===== config.mk =====
export PLATFORM = sky130hd
export DESIGN_NAME = writeback_param
export DESIGN_NICKNAME = d
export VERILOG_FILES = /design/src/rtl/wb_pkg.sv /design/src/rtl/wb_ldv_delay.sv /design/src/rtl/writeback_param.sv
export SDC_FILE = /design/constraint.sdc
export NUM_CORES = 1
export LEC_CHECK = 0
export BUFFER_PORTS_ARGS = -buffer_cell sky130_fd_sc_hd__buf_2
export CAP_MARGIN = 10
export CORE_AREA = 2 2 219 221
export CTS_BUF_LIST = sky130_fd_sc_hd__clkbuf_8
export DETAILED_ROUTE_END_ITERATION = 16
export DIE_AREA = 0 0 221 223
export HOLD_SLACK_MARGIN = 0.02
export PLACE_DENSITY = 0.48
export SLEW_MARGIN = 20
export SYNTH_ARGS = -nofsm -noshare
export SYNTH_HDL_FRONTEND = slang
export SYNTH_HIERARCHICAL = 1
export SYNTH_SLANG_ARGS = --single-unit

===== constraint.sdc =====
create_clock -name clk -period 2.5 [get_ports clk]
set_input_delay 0.375 -clock clk [delete_from_list [all_inputs] [get_ports clk]]
set_output_delay 0.375 -clock clk [all_outputs]
set_load 0.02 [all_outputs]

===== src/rtl/wb_pkg.sv =====
// wb_pkg: flag-bit positions and the lane packet layout shared by the writeback stage.
package wb_pkg;
  localparam int FLAG_REGWR = 4;
  localparam int FLAG_COND  = 5;
  localparam int FLAG_W     = 8;
  typedef struct packed {
    logic [7:0]  mask;
    logic [7:0]  flags;
    logic [6:0]  alid;
    logic [6:0]  pdest;
    logic [31:0] data;
  } wb_lane_t;
endpackage


===== src/rtl/wb_ldv_delay.sv =====
// wb_ldv_delay: DEPTH-stage load-violation pipeline; valid shifts every cycle, alid loads only with valid.
module wb_ldv_delay #(
  parameter int DEPTH = 1,
  parameter int W     = 7
) (
  input  logic         clk,
  input  logic         reset,
  input  logic [W:0]   i_ldv,
  output logic [W:0]   o_ldv
);
  logic [DEPTH:0] w_v;
  logic [W-1:0]   w_id [DEPTH+1];
  assign w_v[0]  = i_ldv[W];
  assign w_id[0] = i_ldv[W-1:0];
  for (genvar i = 0; i < DEPTH; i++) begin : g_stage
    logic         r_v;
    logic [W-1:0] r_id;
    always_ff @(posedge clk)
      if (reset) begin
        r_v  <= 1'b0;
        r_id <= '0;
      end else begin
        r_v <= w_v[i];
        if (w_v[i]) r_id <= w_id[i];
      end
    assign w_v[i+1]  = r_v;
    assign w_id[i+1] = r_id;
  end
  assign o_ldv = {w_v[DEPTH], w_id[DEPTH]};
endmodule


===== src/rtl/writeback_param.sv =====
// writeback_param: registers lane results, squashes by checkpoint mask, forwards branch resolution.
// Optional WB_PERF_CNT_EN adds saturating writeback/squash counters.
module writeback_param
  import wb_pkg::*;
#(
  parameter int NUM_LANES   = 4,
  parameter int BR_LANE     = 2,
  parameter int CHECKPOINTS = 8,
  parameter int CKPT_LOG    = 3,
  parameter int AL_LOG      = 7,
  parameter int PHYS_LOG    = 7,
  parameter int DATA_W      = 32,
  parameter int PC_W        = 32,
  parameter int CTI_LOG     = 4,
  parameter int WB_FLAGS    = 4,
  parameter int LDV_DEPTH   = 1
) (
  input  logic                                  clk,
  input  logic                                  reset,
  input  logic [NUM_LANES-1:0]                  exe_valid_i,
  input  logic [NUM_LANES*CHECKPOINTS-1:0]      exe_mask_i,
  input  logic [NUM_LANES*FLAG_W-1:0]           exe_flags_i,
  input  logic [NUM_LANES*AL_LOG-1:0]           exe_alid_i,
  input  logic [NUM_LANES*PHYS_LOG-1:0]         exe_pdest_i,
  input  logic [NUM_LANES*DATA_W-1:0]           exe_data_i,
  input  logic                                  br_mispredict_i,
  input  logic [CKPT_LOG-1:0]                   br_ckpt_i,
  input  logic [PC_W-1:0]                       br_target_i,
  input  logic                                  br_dir_i,
  input  logic [CTI_LOG-1:0]                    br_cti_i,
  input  logic [AL_LOG:0]                       ldv_i,
  output logic [NUM_LANES-1:0]                  wb_valid_o,
  output logic [NUM_LANES*(AL_LOG+WB_FLAGS)-1:0] wb_ctrl_o,
  output logic [NUM_LANES-1:0]                  bypass_valid_o,
  output logic [NUM_LANES*(PHYS_LOG+DATA_W)-1:0] bypass_pkt_o,
  output logic                                  ctrl_verified_o,
  output logic                                  ctrl_mispredict_o,
  output logic                                  ctrl_conditional_o,
  output logic [CKPT_LOG-1:0]                   ctrl_ckpt_o,
  output logic [PC_W-1:0]                       ctrl_target_o,
  output logic                                  ctrl_dir_o,
  output logic [CTI_LOG-1:0]                    ctrl_cti_o,
`ifdef WB_PERF_CNT_EN
  output logic [31:0]                           perf_wb_cnt_o,
  output logic [31:0]                           perf_squash_cnt_o,
`endif
  output logic [AL_LOG:0]                       ldv_o
);
  localparam int CW = AL_LOG + WB_FLAGS;
  localparam int PW = PHYS_LOG + DATA_W;
  logic                   r_mispredict, r_dir, r_kill_d;
  logic [CKPT_LOG-1:0]    r_ckpt, r_ckpt_d;
  logic [PC_W-1:0]        r_target;
  logic [CTI_LOG-1:0]     r_cti;
  logic                   w_kill, w_clr;
  logic [CHECKPOINTS-1:0] w_clr_mask;
  logic [NUM_LANES-1:0]   w_valid_q, w_kill_sq, w_shadow_sq;
  logic [FLAG_W-1:0]      w_flags_q [NUM_LANES];
  assign w_kill     = ctrl_verified_o & ctrl_mispredict_o;
  assign w_clr      = ctrl_verified_o & ~ctrl_mispredict_o;
  assign w_clr_mask = w_clr ? (CHECKPOINTS'(1) << r_ckpt) : '0;
  for (genvar i = 0; i < NUM_LANES; i++) begin : g_lane
    logic                   r_v;
    logic [CHECKPOINTS-1:0] r_m;
    logic [FLAG_W-1:0]      r_f;
    logic [AL_LOG-1:0]      r_a;
    logic [PHYS_LOG-1:0]    r_p;
    logic [DATA_W-1:0]      r_d;
    logic [CHECKPOINTS-1:0] w_m_in;
    logic                   w_shadow, w_kill_hit;
    assign w_m_in     = exe_mask_i[i*CHECKPOINTS +: CHECKPOINTS];
    assign w_shadow   = r_kill_d & w_m_in[r_ckpt_d];
    // the branch lane's own checkpoint bit refers to itself, not to an older branch
    assign w_kill_hit = (i == BR_LANE) ? 1'b0 : w_kill & r_m[r_ckpt];
    always_ff @(posedge clk)
      if (reset) begin
        r_v <= 1'b0;
        r_m <= '0;
        r_f <= '0;
        r_a <= '0;
        r_p <= '0;
        r_d <= '0;
      end else begin
        r_v <= exe_valid_i[i] & ~w_shadow;
        if (exe_valid_i[i]) begin
          r_m <= w_m_in & ~w_clr_mask;
          r_f <= exe_flags_i[i*FLAG_W +: FLAG_W];
          r_a <= exe_alid_i[i*AL_LOG +: AL_LOG];
          r_p <= exe_pdest_i[i*PHYS_LOG +: PHYS_LOG];
          r_d <= exe_data_i[i*DATA_W +: DATA_W];
        end
      end
    assign w_valid_q[i]          = r_v;
    assign w_flags_q[i]          = r_f;
    assign w_kill_sq[i]          = r_v & w_kill_hit;
    assign w_shadow_sq[i]        = exe_valid_i[i] & w_shadow;
    assign wb_valid_o[i]         = r_v & ~w_kill_hit;
    assign bypass_valid_o[i]     = r_v & ~w_kill_hit & r_f[FLAG_REGWR];
    assign wb_ctrl_o[i*CW +: CW] = {r_a, r_f[WB_FLAGS-1:0]};
    assign bypass_pkt_o[i*PW +: PW] = {r_p, r_d};
  end
  always_ff @(posedge clk)
    if (reset) begin
      r_mispredict <= 1'b0;
      r_dir        <= 1'b0;
      r_ckpt       <= '0;
      r_target     <= '0;
      r_cti        <= '0;
      r_kill_d     <= 1'b0;
      r_ckpt_d     <= '0;
    end else begin
      r_kill_d <= w_kill;
      r_ckpt_d <= r_ckpt;
      if (exe_valid_i[BR_LANE]) begin
        r_mispredict <= br_mispredict_i;
        r_dir        <= br_dir_i;
        r_ckpt       <= br_ckpt_i;
        r_target     <= br_target_i;
        r_cti        <= br_cti_i;
      end
    end
  assign ctrl_verified_o    = w_valid_q[BR_LANE];
  assign ctrl_mispredict_o  = r_mispredict;
  assign ctrl_conditional_o = w_flags_q[BR_LANE][FLAG_COND];
  assign ctrl_ckpt_o        = r_ckpt;
  assign ctrl_target_o      = r_target;
  assign ctrl_dir_o         = r_dir;
  assign ctrl_cti_o         = r_cti;
`ifdef WB_PERF_CNT_EN
  logic [32:0] w_wb_sum, w_sq_sum;
  assign w_wb_sum = {1'b0, perf_wb_cnt_o} + 33'($countones(wb_valid_o));
  assign w_sq_sum = {1'b0, perf_squash_cnt_o} + 33'($countones(w_kill_sq)) + 33'($countones(w_shadow_sq));
  always_ff @(posedge clk)
    if (reset) begin
      perf_wb_cnt_o     <= '0;
      perf_squash_cnt_o <= '0;
    end else begin
      perf_wb_cnt_o     <= w_wb_sum[32] ? '1 : w_wb_sum[31:0];
      perf_squash_cnt_o <= w_sq_sum[32] ? '1 : w_sq_sum[31:0];
    end
`endif
  wb_ldv_delay #(.DEPTH(LDV_DEPTH), .W(AL_LOG)) u_ldv (
    .clk   (clk),
    .reset (reset),
    .i_ldv (ldv_i),
    .o_ldv (ldv_o)
  );
endmodule


; Yosys cells after proc, flatten, opt, wreduce, memory -nomap -nowiden
; Cells that the tools add are included.
[classes]
mux = 15
multipliers = 0
order_cmp = 2
reduce_logical = 0
div = 0
n_eq_ne = 0
n_addsub = 0
n_bitwise = 32
shift = 1
[ops]
columns = cell, n
row1 = AND 8 bit, 3
row2 = binary-select mux 1 bit (select 3 bit), 7
row3 = AND 1 bit, 20
row4 = "< comparator 3 x 4 -> 1 bit, second input constant", 2
row5 = 2-to-1 mux 8 bit, 1
row6 = inverter 1 bit, 8
row7 = inverter 8 bit, 1
row8 = "<< shifter 1 x 3 -> 8 bit, first input constant", 1
row9 = 2-to-1 mux 1 bit, 7
[totals]
regBits = 286
mem_bits_rw = 0
inputBits = 303
out_inout_bits = 259
word_cells = 82
latchBits = 0
rom_bits = 0
memories = 0

; Logic depth before layout (Yosys ltp)
; Gate-level depths: netlist of the first run.
[depth]
depth_word = 6
ltp_mapped = 6
depth_no_buf = 4

; Hierarchy
; The synthesis of the first run kept the hierarchy.
[modules_own_cells]
columns = module, area_per_inst_um2, n_inst, seq_area_each_um2, cells_per_inst
row1 = writeback_param, 10456.3, 1, 5565.3, 1012
row2 = wb_ldv_delay, 285.3, 1, 160.2, 26

; Worst setup path before layout of the first run
; Ideal clock, no wire load.
[synth_path]
path_type = register to output
from = register r_ckpt[0] (netlist: ctrl_ckpt_o[0])
to = output port wb_valid_o[1]
stages_incl_launch_ff = 6
required_time_ns = 2.125
t_arrival_ns = 1.590
setup_slack_ns = 0.535
path_buffers = 1
cell_sequence = dfxtp_1 > buf_6 > mux4_1 > nor2_1 > a31oi_1 > nor2b_1
[synth_between]
elab_chain_len = 5
[synth_lines]
columns = element, line_no
row1 = from (decl), writeback_param.sv:52  ; logic [CKPT_LOG-1:0] r_ckpt, r_ckpt_d;
row2 = from (signal assigned), writeback_param.sv:117  ; r_ckpt <= br_ckpt_i;
row3 = binary-select mux 1 bit (select 3 bit), writeback_param.sv:74  ; assign w_kill_hit = (i == BR_LANE) ? 1'b0 : w_kill & r_m[r_ckpt];
row4 = 2-to-1 mux 1 bit (implied by the code), writeback_param.sv:74
row5 = AND 1 bit, writeback_param.sv:74
row6 = inverter 1 bit, writeback_param.sv:97  ; assign wb_valid_o[i] = r_v & ~w_kill_hit;
row7 = AND 1 bit, writeback_param.sv:97
row8 = to (decl), writeback_param.sv:32  ; output logic [NUM_LANES-1:0] wb_valid_o,
; No other way between the ends. The select of a mux whose other input is x is not followed.

; Final worst setup path of the first run
[layout_path]
from = register r_ckpt[0] (netlist: ctrl_ckpt_o[0])
to = output port bypass_valid_o[0]
[layout_between]
elab_chain_len = 6
[layout_lines]
columns = element, line_no
row1 = binary-select mux 1 bit (select 3 bit), writeback_param.sv:74
row2 = 2-to-1 mux 1 bit (implied by the code), writeback_param.sv:74
row3 = AND 1 bit, writeback_param.sv:74
row4 = inverter 1 bit, writeback_param.sv:98  ; assign bypass_valid_o[i] = r_v & ~w_kill_hit & r_f[FLAG_REGWR];
row5 = AND 1 bit (2 in a row), writeback_param.sv:98
row6 = to (decl), writeback_param.sv:34  ; output logic [NUM_LANES-1:0] bypass_valid_o,
; No other way between the ends. The select of a mux whose other input is x is not followed.

==> flow_metrics.env, run 1 <==
export IMPL_status="complete, but fails checks"
export IMPL_violations="setup timing"
export IMPL_post_dp_hpwl_mm=27.52
export IMPL_grt_pass1_wl_mm=60.52
export IMPL_cts_tree="built"
export IMPL_swShare=0.2738
export IMPL_fillers=4667
export IMPL_synthFlopType="dfxtp_1"
export IMPL_numCtsBuffers=52
export IMPL_max_slew_margin=0.6197
export IMPL_die_area_mm2=0.04928
export IMPL_areaGrowthSynthToFinish_pct=67.20
export IMPL_switchingPower_w=0.003153
export IMPL_synth_commonest_cells="dfxtp_1 (286), mux2i_1 (264), nor2_1 (260)"
export IMPL_intPower_w=0.008363
export IMPL_fmax_ghz=0.3969
export IMPL_ys_seq_area_frac=0.5330
export IMPL_grt_max_degree=73
export IMPL_cp_start_kind="flop"
export IMPL_skew_ps=18.32
export IMPL_cts_buffer_depth=3
export IMPL_grt_ovfl_total=0
export IMPL_via_count=10280
export IMPL_power_share_clock=0.401
export IMPL_syn_avg_cell_area_um2=10.35
export IMPL_yosys_warnings=6
export IMPL_ioPinCount=562
export IMPL_maxCapViolCount=0
export IMPL_ys_ff_latch=286
export IMPL_fin_area_mm2=0.01796
export IMPL_post_route_period_util=1.008
export IMPL_gp_congestion=0.8022
export IMPL_ys_types=29
export IMPL_seq_power_share=0.433
export IMPL_wirelength_mm=39.56
export IMPL_cts_sinks=286
export IMPL_tightest_slew_ps=569.6
export IMPL_via_per_inst=4.117
export IMPL_worst_slack_ps=-19.42
export IMPL_synthArstFlopShare=0
export IMPL_detail_route_antenna_nets=0
export IMPL_synth_top_area_share=0.5330
export IMPL_crit_required_ps=2120
export IMPL_wire_per_inst_um=15.84
export IMPL_root_buffer="clkbuf_8"
export IMPL_antenna_found_initial=2
export IMPL_finalHoldViolations=0
export IMPL_track_usage=0.1543
export IMPL_synth_area_mm2=0.01074
export IMPL_row_count=80
export IMPL_die_h_um=223
export IMPL_dr_pass1_iters=5
export IMPL_dpl_cell_area_mm2=0.01407
export IMPL_fin_crit_ps=2519
export IMPL_synth_nets=1341
export IMPL_yosys_area_top_type="dfxtp_1"
export IMPL_die_w_um=221
export IMPL_grt_pass1_vias=10960
export IMPL_numPortBuffers=550
export IMPL_worstSetupPathType="flop to primary output"
export IMPL_synthCells=1038
export IMPL_crit_path_end_kind="primary output"
export IMPL_p_comb_frac=0.166
export IMPL_insertion_delay_ps=610
export IMPL_leakagePower_nw=8.988
export IMPL_drive_above_1_share=0.3620
export IMPL_power_density_mw_per_mm2=641.2
export IMPL_rsz0062_at_grt="yes"
export IMPL_htreeDepth=2
export IMPL_setup_viol_count_final=1
export IMPL_start_util=0.2278
export IMPL_drv_slew=0
export IMPL_synth_area_top_cells="dfxtp_1 (53%), mux2i_1 (25%), nor2_1 (9.1%), buf_4 (1.7%), nand3_1 (1.5%)"
export IMPL_drc=0
export IMPL_core_area_mm2=0.04715
export IMPL_hold_class="input pin to flop"
export IMPL_yosysMostFrequentCell="dfxtp_1"
export IMPL_clk_pin_slew_worst_paths_ps=60
export IMPL_fin_nets=2144
export IMPL_hold_ws_ps=93.56
export IMPL_crit_fanout=7
export IMPL_drt_iter0_drc=296
export IMPL_synth_edf_count=0
export IMPL_cp_arrival_ps=2140
export IMPL_vdd_ir_drop_worst_mv=0.3777
-- cells in the final DEF, fill, tap and decap left out, drive strengths merged, types with 2 or more instances in the layout --
master	instances
o32ai	2
mux2i	264
and2	3
nand2b	24
and3b	6
nor2b	6
o2111ai	4
buf	578
and3	3
dlygate4sd3	264
clkinv	8
nand3	32
clkbuf	71
dfxtp	286
nor2	260
nand4	3
inv	15
a21oi	26
mux4	7
nand2	10
-- state kept, by name, indices dropped and copies added, names as in the netlist --
register,cells
ctrl_ckpt_o,3
ctrl_cti_o,4
ctrl_dir_o,1
ctrl_mispredict_o,1
ctrl_target_o,32
ctrl_verified_o,1
g_lane.r_a,28
g_lane.r_d,128
g_lane.r_f,21
g_lane.r_m,24
g_lane.r_p,28
g_lane.r_v,3
r_ckpt_d,3
r_kill_d,1
u_ldv/g_stage.r_id,7
u_ldv/g_stage.r_v,1
-- logic make-up (layout without fill, tap and decap cells) --
logic type             count (synthesis)  count (layout)  share of synthesized area
multiplexers                         271             271                     0.2610
AO/OA/AOI/OAI                         34              34                    0.01829
buffers and inverters                 95             938                    0.04752
AND/OR/NAND/NOR                      352             352                     0.1401
flip-flops                           286             286                     0.5330
other                                  0               1                          0
-- cell type report --
| class | count | area [um2] | share of cell area |
|---|---|---|---|
| antenna | 1 | 2.502 | 0.0001393 |
| clock buffer | 70 | 963.4 | 0.05364 |
| multi-input combinational | 657 | 4567 | 0.2543 |
| timing repair buffer | 843 | 5779 | 0.3218 |
| tap | 615 | 769.5 | 0.04285 |
| inverter | 1 | 3.754 | 0.0002090 |
| sequential | 286 | 5739 | 0.3196 |
| clock inverter | 24 | 135.1 | 0.007524 |
-- worst paths after layout --
check / start / end / slack [ps] / cells after the start
min: exe_data_i[103] / g_lane[3].r_d[7] / 90 / 3
max reg2reg: r_ckpt_d[1] / g_lane[3].r_v / 920 / 5
min reg2reg: g_lane[1].r_m[1] / g_lane[1].r_m[1] / 470 / 2
max: ctrl_ckpt_o[0] / bypass_valid_o[0] / -20 / 5
-- power groups by stage --
stage                     logic, W  clock network [W]  registers [W]
after global routing       0.00206            0.00504        0.00501
final                      0.00191            0.00462        0.00499
after global placement     0.00155                  0        0.00507
after detailed placement   0.00156                  0        0.00508
after CTS                  0.00192            0.00482        0.00499
after floorplan           0.000650                  0        0.00532
-- timing repair --
action | CTS | global route
pin swaps | 6 | 4
buffers inserted | 6 | 0
hold buffers | 264 | 0
endpoints found under the setup margin | 6 | 6
endpoints found under the hold margin | 264 | 0
resized for setup | 25 | 5
-- metrics by stage --
step	worst slack (ps)	setup TNS, ps	total power [W]	util	instances
after floorplan	534.8	0	0.005974	-	1038
after global placement	242.5	0	0.006620	0.2985	2133
after detailed placement	270.4	0	0.006641	0.2985	2133
after CTS	-90.18	-220.5	0.01172	0.3805	2496
after global routing	-163.4	-557.9	0.01212	0.3809	2496
final	-19.42	-19.42	0.01152	0.3809	2497
-- layer usage --
| layer | up-vias | track usage | share of wire | wire length (um) |
|---|---|---|---|---|
| met5 | - | 0 | 0.00028 | 11 |
| met4 | 2 | 0.05824 | 0.031 | 1207 |
| met3 | 83 | 0.04833 | 0.072 | 2863 |
| met2 | 408 | 0.2714 | 0.49 | 19520 |
| met1 | 4702 | 0.1745 | 0.40 | 15960 |
| li1 | 5085 | - | - | - |
-- worst max-delay path, stage by stage (launching register included) --
cell     delay [ps]
dfxtp_4         400
buf_6           120
mux4_2          530
o32ai_4         160
and3_1          210
buf_6           120
(Power assumes the default switching activity.)
==> run 2, diff against run 1 <==
--- a/config.mk
+++ b/config.mk
@@ -13,6 +13,7 @@
 export DIE_AREA = 0 0 221 223
 export HOLD_SLACK_MARGIN = 0.02
 export PLACE_DENSITY = 0.48
+export RECOVER_POWER = 100
 export SLEW_MARGIN = 20
 export SYNTH_ARGS = -nofsm -noshare
 export SYNTH_HDL_FRONTEND = slang
==> flow_metrics.env, run 2 (synthesized netlist as in run 1, its figures left out) <==
export IMPL_cts_sinks=286
export IMPL_finalHoldViolations=0
export IMPL_dr_pass1_iters=4
export IMPL_fillers=4831
export IMPL_max_stage_delay_ps=530
export IMPL_numPortBuffers=550
export IMPL_ioPinCount=562
export IMPL_core_area_mm2=0.04715
export IMPL_cp_arrival_ps=2150
export IMPL_largest_reg_flops=128
export IMPL_power_density_mw_per_mm2=652.4
export IMPL_hold_ws_ps=92.12
export IMPL_drive_above_1_share=0.2238
export IMPL_wirelength_mm=39.65
export IMPL_detail_route_antenna_nets=0
export IMPL_skew_ps=15.94
export IMPL_via_per_inst=4.133
export IMPL_post_dp_hpwl_mm=27.52
export IMPL_layout_cells_non_filler=2497
export IMPL_max_slew_margin=-0.09030
export IMPL_antenna_found_initial=2
export IMPL_slowest_stage="mux4_2"
export IMPL_maxCapViolCount=1
export IMPL_cp_cell_sequence="buf_6 -> mux4_2 -> o32ai_4 -> and3_1 -> buf_6"
export IMPL_r2r_start="r_ckpt_d[1]"
export IMPL_grt_pass1_wl_mm=60.52
export IMPL_leakagePower_nw=7.962
export IMPL_tightest_slew_ps=1635
export IMPL_htreeDepth=2
export IMPL_areaGrowthSynthToFinish_pct=63.35
export IMPL_fmax_ghz=0.3961
export IMPL_row_count=80
export IMPL_worstSetupPathType="flop to primary output"
export IMPL_gp_congestion=0.8022
export IMPL_die_area_mm2=0.04928
export IMPL_rsz0062_at_grt="yes"
export IMPL_violations="capacitance limit, slew limit, setup timing"
export IMPL_final_cell_mix="buf_2 (287), dfxtp_1 (281), mux2i_1 (264), dlygate4sd3_1 (264), clkbuf_1 (260)"
export IMPL_clk_pin_slew_worst_paths_ps=60
export IMPL_via_count=10320
export IMPL_drc=0
export IMPL_crit_path_end_kind="primary output"
export IMPL_cts_buffer_depth=3
export IMPL_start_util=0.2278
export IMPL_root_buffer="clkbuf_8"
export IMPL_crit_fanout=7
export IMPL_insertion_delay_ps=610
export IMPL_regArea_mm2=0.005739
export IMPL_grt_pass1_vias=10960
export IMPL_holdCritStartpoint="exe_data_i[103]"
export IMPL_fin_nets=2144
export IMPL_worstSetupStartpoint="ctrl_ckpt_o[0]"
export IMPL_worst_slack_ps=-24.55
export IMPL_setup_viol_count_final=1
export IMPL_tns_ps=-24.55
export IMPL_numCtsBuffers=52
export IMPL_track_usage=0.1543
export IMPL_drt_iter0_drc=295
export IMPL_fin_crit_ps=2525
export IMPL_die_h_um=223
export IMPL_grt_max_degree=73
export IMPL_crit_required_ps=2120
export IMPL_cts_tree="built"
export IMPL_layout_commonest_cell="buf_2"
export IMPL_post_route_period_util=1.010
export IMPL_cp_start_kind="flop"
export IMPL_hold_class="input pin to flop"
export IMPL_die_w_um=221
export IMPL_status="complete, but fails checks"
export IMPL_drv_slew=73
export IMPL_grt_ovfl_total=0
export IMPL_critPathMostFrequentCell="buf_6"
export IMPL_wire_per_inst_um=15.88
export IMPL_vdd_ir_drop_worst_mv=0.3762
export IMPL_dp_slack_ps=270.4
export IMPL_multi_input_area_mm2=0.004567
export IMPL_dp_cells=2133
export IMPL_regMostFlops="g_lane.r_d"
run 2: changes by cell type in the layout (fill, tap and decap cells not counted), sizes merged:
cell    change
buf       -264
clkbuf    +264
run 2: timing repair:
item,CTS,global route
gates resized for setup,25,5
setup endpoints to repair,6,6
setup buffers,6,0
hold buffers,264,0
pin swaps,6,4
hold endpoints to repair,264,0
run 2: worst max-delay path: cells and delay by family, from the launching register on:
family / cells / cell delay (ps)
AOI/OAI and AO/OA: 1 / 160
muxes: 1 / 530
and+or+nand+nor: 1 / 210
DFF: 1 / 400
buffers and inverters: 2 / 240
run 2: per-stage QoR:
stage | area, um2 | utilization | power, W
6_report | 17550 | 0.3722 | 0.01145
5_1_grt | 17540 | 0.3721 | 0.01204
4_1_cts | 17940 | 0.3805 | 0.01172
3_5_place_dp | 14070 | 0.2985 | 0.006641
3_3_place_gp | 14070 | 0.2985 | 0.006620
2_1_floorplan | 10740 | - | 0.005974
run 2: power by group:
| part | leakage, nW | internal (W) | switching [W] |
|---|---|---|---|
| clock | 0.623 | 0.00259 | 0.00203 |
| combinational | 4.97 | 0.000857 | 0.000971 |
| sequential | 2.36 | 0.00483 | 0.000163 |
| total | 7.96 | 0.00828 | 0.00316 |
run 2: layer usage:
metal  track usage  up-vias  wire, um
met1        0.1745     4720     16040
li1              -     5093         -
met3       0.04833       82      2863
met2        0.2714      424     19470
met5             0        -        11
met4       0.05824        2      1270
run 2: layout make-up:
class / count / share of cell area
Sequential cell: 286 / 0.3271
Tap cell: 615 / 0.04385
Clock buffer: 70 / 0.05491
Multi-Input combinational cell: 657 / 0.2603
Timing Repair Buffer: 843 / 0.3058
Inverter: 1 / 0.0002139
Clock inverter: 24 / 0.007701
Antenna cell: 1 / 0.0001426
run 2: final timing paths:
kind                                           to  cells after the start  slack [ps]
worst max-delay path            bypass_valid_o[0]                      5         -20
worst min-delay path             g_lane[3].r_d[7]                      3          90
worst max register to register      g_lane[3].r_v                      5         800
worst min register to register   g_lane[1].r_m[1]                      2         470
==> run 3, diff against run 2 <==
==> constraint.sdc (replaced) <==
create_clock -name clk -period 2.5 [get_ports clk]
set_input_delay 0.25 -clock clk [delete_from_list [all_inputs] [get_ports clk]]
set_output_delay 0.25 -clock clk [all_outputs]
set_load 0.02 [all_outputs]
==> flow_metrics.env, run 3 (synthesized netlist as in run 1, its figures left out) <==
export IMPL_regMostFlops="g_lane.r_d"
export IMPL_r2r_end="g_lane[1].r_v"
export IMPL_post_dp_hpwl_mm=27.33
export IMPL_areaGrowthSynthToFinish_pct=64.17
export IMPL_grt_util_met2=0.2732
export IMPL_hold_class="input pin to flop"
export IMPL_numCtsBuffers=53
export IMPL_detail_route_antenna_nets=0
export IMPL_track_usage=0.1543
export IMPL_drc=0
export IMPL_fillers=4775
export IMPL_cts_buffer_depth=3
export IMPL_violations="capacitance limit, slew limit"
export IMPL_dr_pass1_iters=5
export IMPL_max_slew_margin=-0.1943
export IMPL_r2r_slack_ps=910
export IMPL_layout_commonest_cell="buf_2"
export IMPL_wirelength_mm=39.53
export IMPL_skew_ps=8.116
export IMPL_maxCapViolCount=1
export IMPL_largest_reg_flops=128
export IMPL_numPortBuffers=550
export IMPL_die_h_um=223
export IMPL_power_density_mw_per_mm2=633.2
export IMPL_worstSetupPathType="flop to primary output"
export IMPL_crit_required_ps=2250
export IMPL_insertion_delay_ps=600
export IMPL_cts_tree="built"
export IMPL_core_area_mm2=0.04715
export IMPL_grt_busiest_layer="met2"
export IMPL_path_depth=6
export IMPL_htreeDepth=2
export IMPL_use_met1=0.1691
export IMPL_critPathMostFrequentCell="buf_6"
export IMPL_drv_slew=77
export IMPL_cp_arrival_ps=2180
export IMPL_crit_buf_inv=2
export IMPL_fmax_ghz=0.4114
export IMPL_start_util=0.2278
export IMPL_gp_congestion=0.8147
export IMPL_drt_iter0_drc=360
export IMPL_root_buffer="clkbuf_8"
export IMPL_slowest_stage="dfxtp_4"
export IMPL_fin_nets=2162
export IMPL_crit_family="simple AND/OR/NAND/NOR gates"
export IMPL_rsz0062_at_grt="yes"
export IMPL_ioPinCount=562
export IMPL_drive_above_1_share=0.2170
export IMPL_via_per_inst=4.125
export IMPL_fin_crit_ps=2431
export IMPL_grt_pass1_vias=11040
export IMPL_post_route_period_util=0.9723
export IMPL_status="complete, but fails checks"
export IMPL_die_w_um=221
export IMPL_final_cell_mix="buf_2 (293), dlygate4sd3_1 (285), dfxtp_1 (282)"
export IMPL_tns_ps=0
export IMPL_leakagePower_nw=8.040
export IMPL_endpoint="bypass_valid_o[0]"
export IMPL_crit_fanout=8
export IMPL_row_count=80
export IMPL_worstSetupStartpoint="ctrl_ckpt_o[0]"
export IMPL_clk_pin_slew_worst_paths_ps=60
export IMPL_grt_ovfl_total=0
export IMPL_holdCritStartpoint="exe_valid_i[2]"
export IMPL_max_stage_delay_ps=400
export IMPL_ff2ff_path_depth=3
export IMPL_grt_max_degree=77
export IMPL_setup_viol_count_final=0
export IMPL_via_count=10350
export IMPL_r2r_start="r_ckpt_d[0]"
export IMPL_antenna_found_initial=2
export IMPL_grt_pass1_wl_mm=60.46
export IMPL_finalHoldViolations=0
export IMPL_cp_start_kind="flop"
export IMPL_use_met3=0.04965
export IMPL_die_area_mm2=0.04928
export IMPL_cts_sinks=286
export IMPL_tightest_slew_ps=1791
export IMPL_post_route_util=0.3740
export IMPL_vdd_ir_drop_worst_mv=0.3408
export IMPL_crit_path_end_kind="primary output"
export IMPL_wire_per_inst_um=15.75
export IMPL_cp_cell_sequence="buf_6 -> and3b_2 -> and3_4 -> o32ai_4 -> and3_1 -> buf_6"
run 3: changes by cell type in the layout (fill, tap and decap cells not counted), sizes merged:
cell / delta
clkbuf: -14
clkinv: -6
dlygate4sd3: +21
inv: +8
buf: +4
run 3: power breakdown:
part,total [W],switching (W),internal [W]
logic,0.00185,0.000974,0.000877
clock network,0.00432,0.00194,0.00238
registers,0.00500,0.000163,0.00483
total,0.0112,0.00307,0.00809
run 3: stage by stage:
step	area (um2)	power, W	hold slack [ps]	instances	setup WS (ps)
after floorplan	10740	0.005974	396.8	1038	659.8
final	17630	0.01117	174.5	2510	69.22
after CTS	17920	0.01144	38.24	2503	-18.00
after detailed placement	14020	0.006628	457.1	2128	329.3
after global placement	14020	0.006610	451.4	2128	286.2
after global routing	17630	0.01175	130.2	2509	-86.74
run 3: how the worst min path moves through the flow:
stage | end | cells after the start
5_1_grt | g_lane[1].r_m[0] | 3
2_1_floorplan | g_lane[0].r_f[4] | 2
3_5_place_dp | g_lane[1].r_m[5] | 2
6_report | g_lane[2].r_d[17] | 3
3_3_place_gp | g_lane[1].r_m[6] | 2
4_1_cts | u_ldv/g_stage[0].r_id[5] | 2
run 3: repair_timing:
action / in CTS / in global routing
hold endpoints to repair: 278 / 0
resized for setup: 12 / 13
pin swaps: 2 / 3
endpoints found under the setup margin: 6 / 5
hold buffers: 285 / 0
buffers inserted: 1 / 6
run 3: per-layer routing:
metal	routed length, um	up-vias
met5	13	-
met4	1560	2
met3	2797	96
met2	19390	416
met1	15770	4725
li1	-	5114
run 3: area by class of cell:
cell class	instances	area, um2	share of cell area
Multi-Input combinational cell	657	4559	0.2585
Clock inverter	26	130.1	0.007379
Clock buffer	64	880.8	0.04995
Inverter	1	3.754	0.0002129
Antenna cell	1	2.502	0.0001419
Timing Repair Buffer	860	5550	0.3147
Tap cell	615	769.5	0.04364
Sequential cell	286	5738	0.3254
run 3: tightest hold or removal path, cell delays in order:
cell,delay [ps]
buf_6,240
mux2i_1,170
nor2_1,70
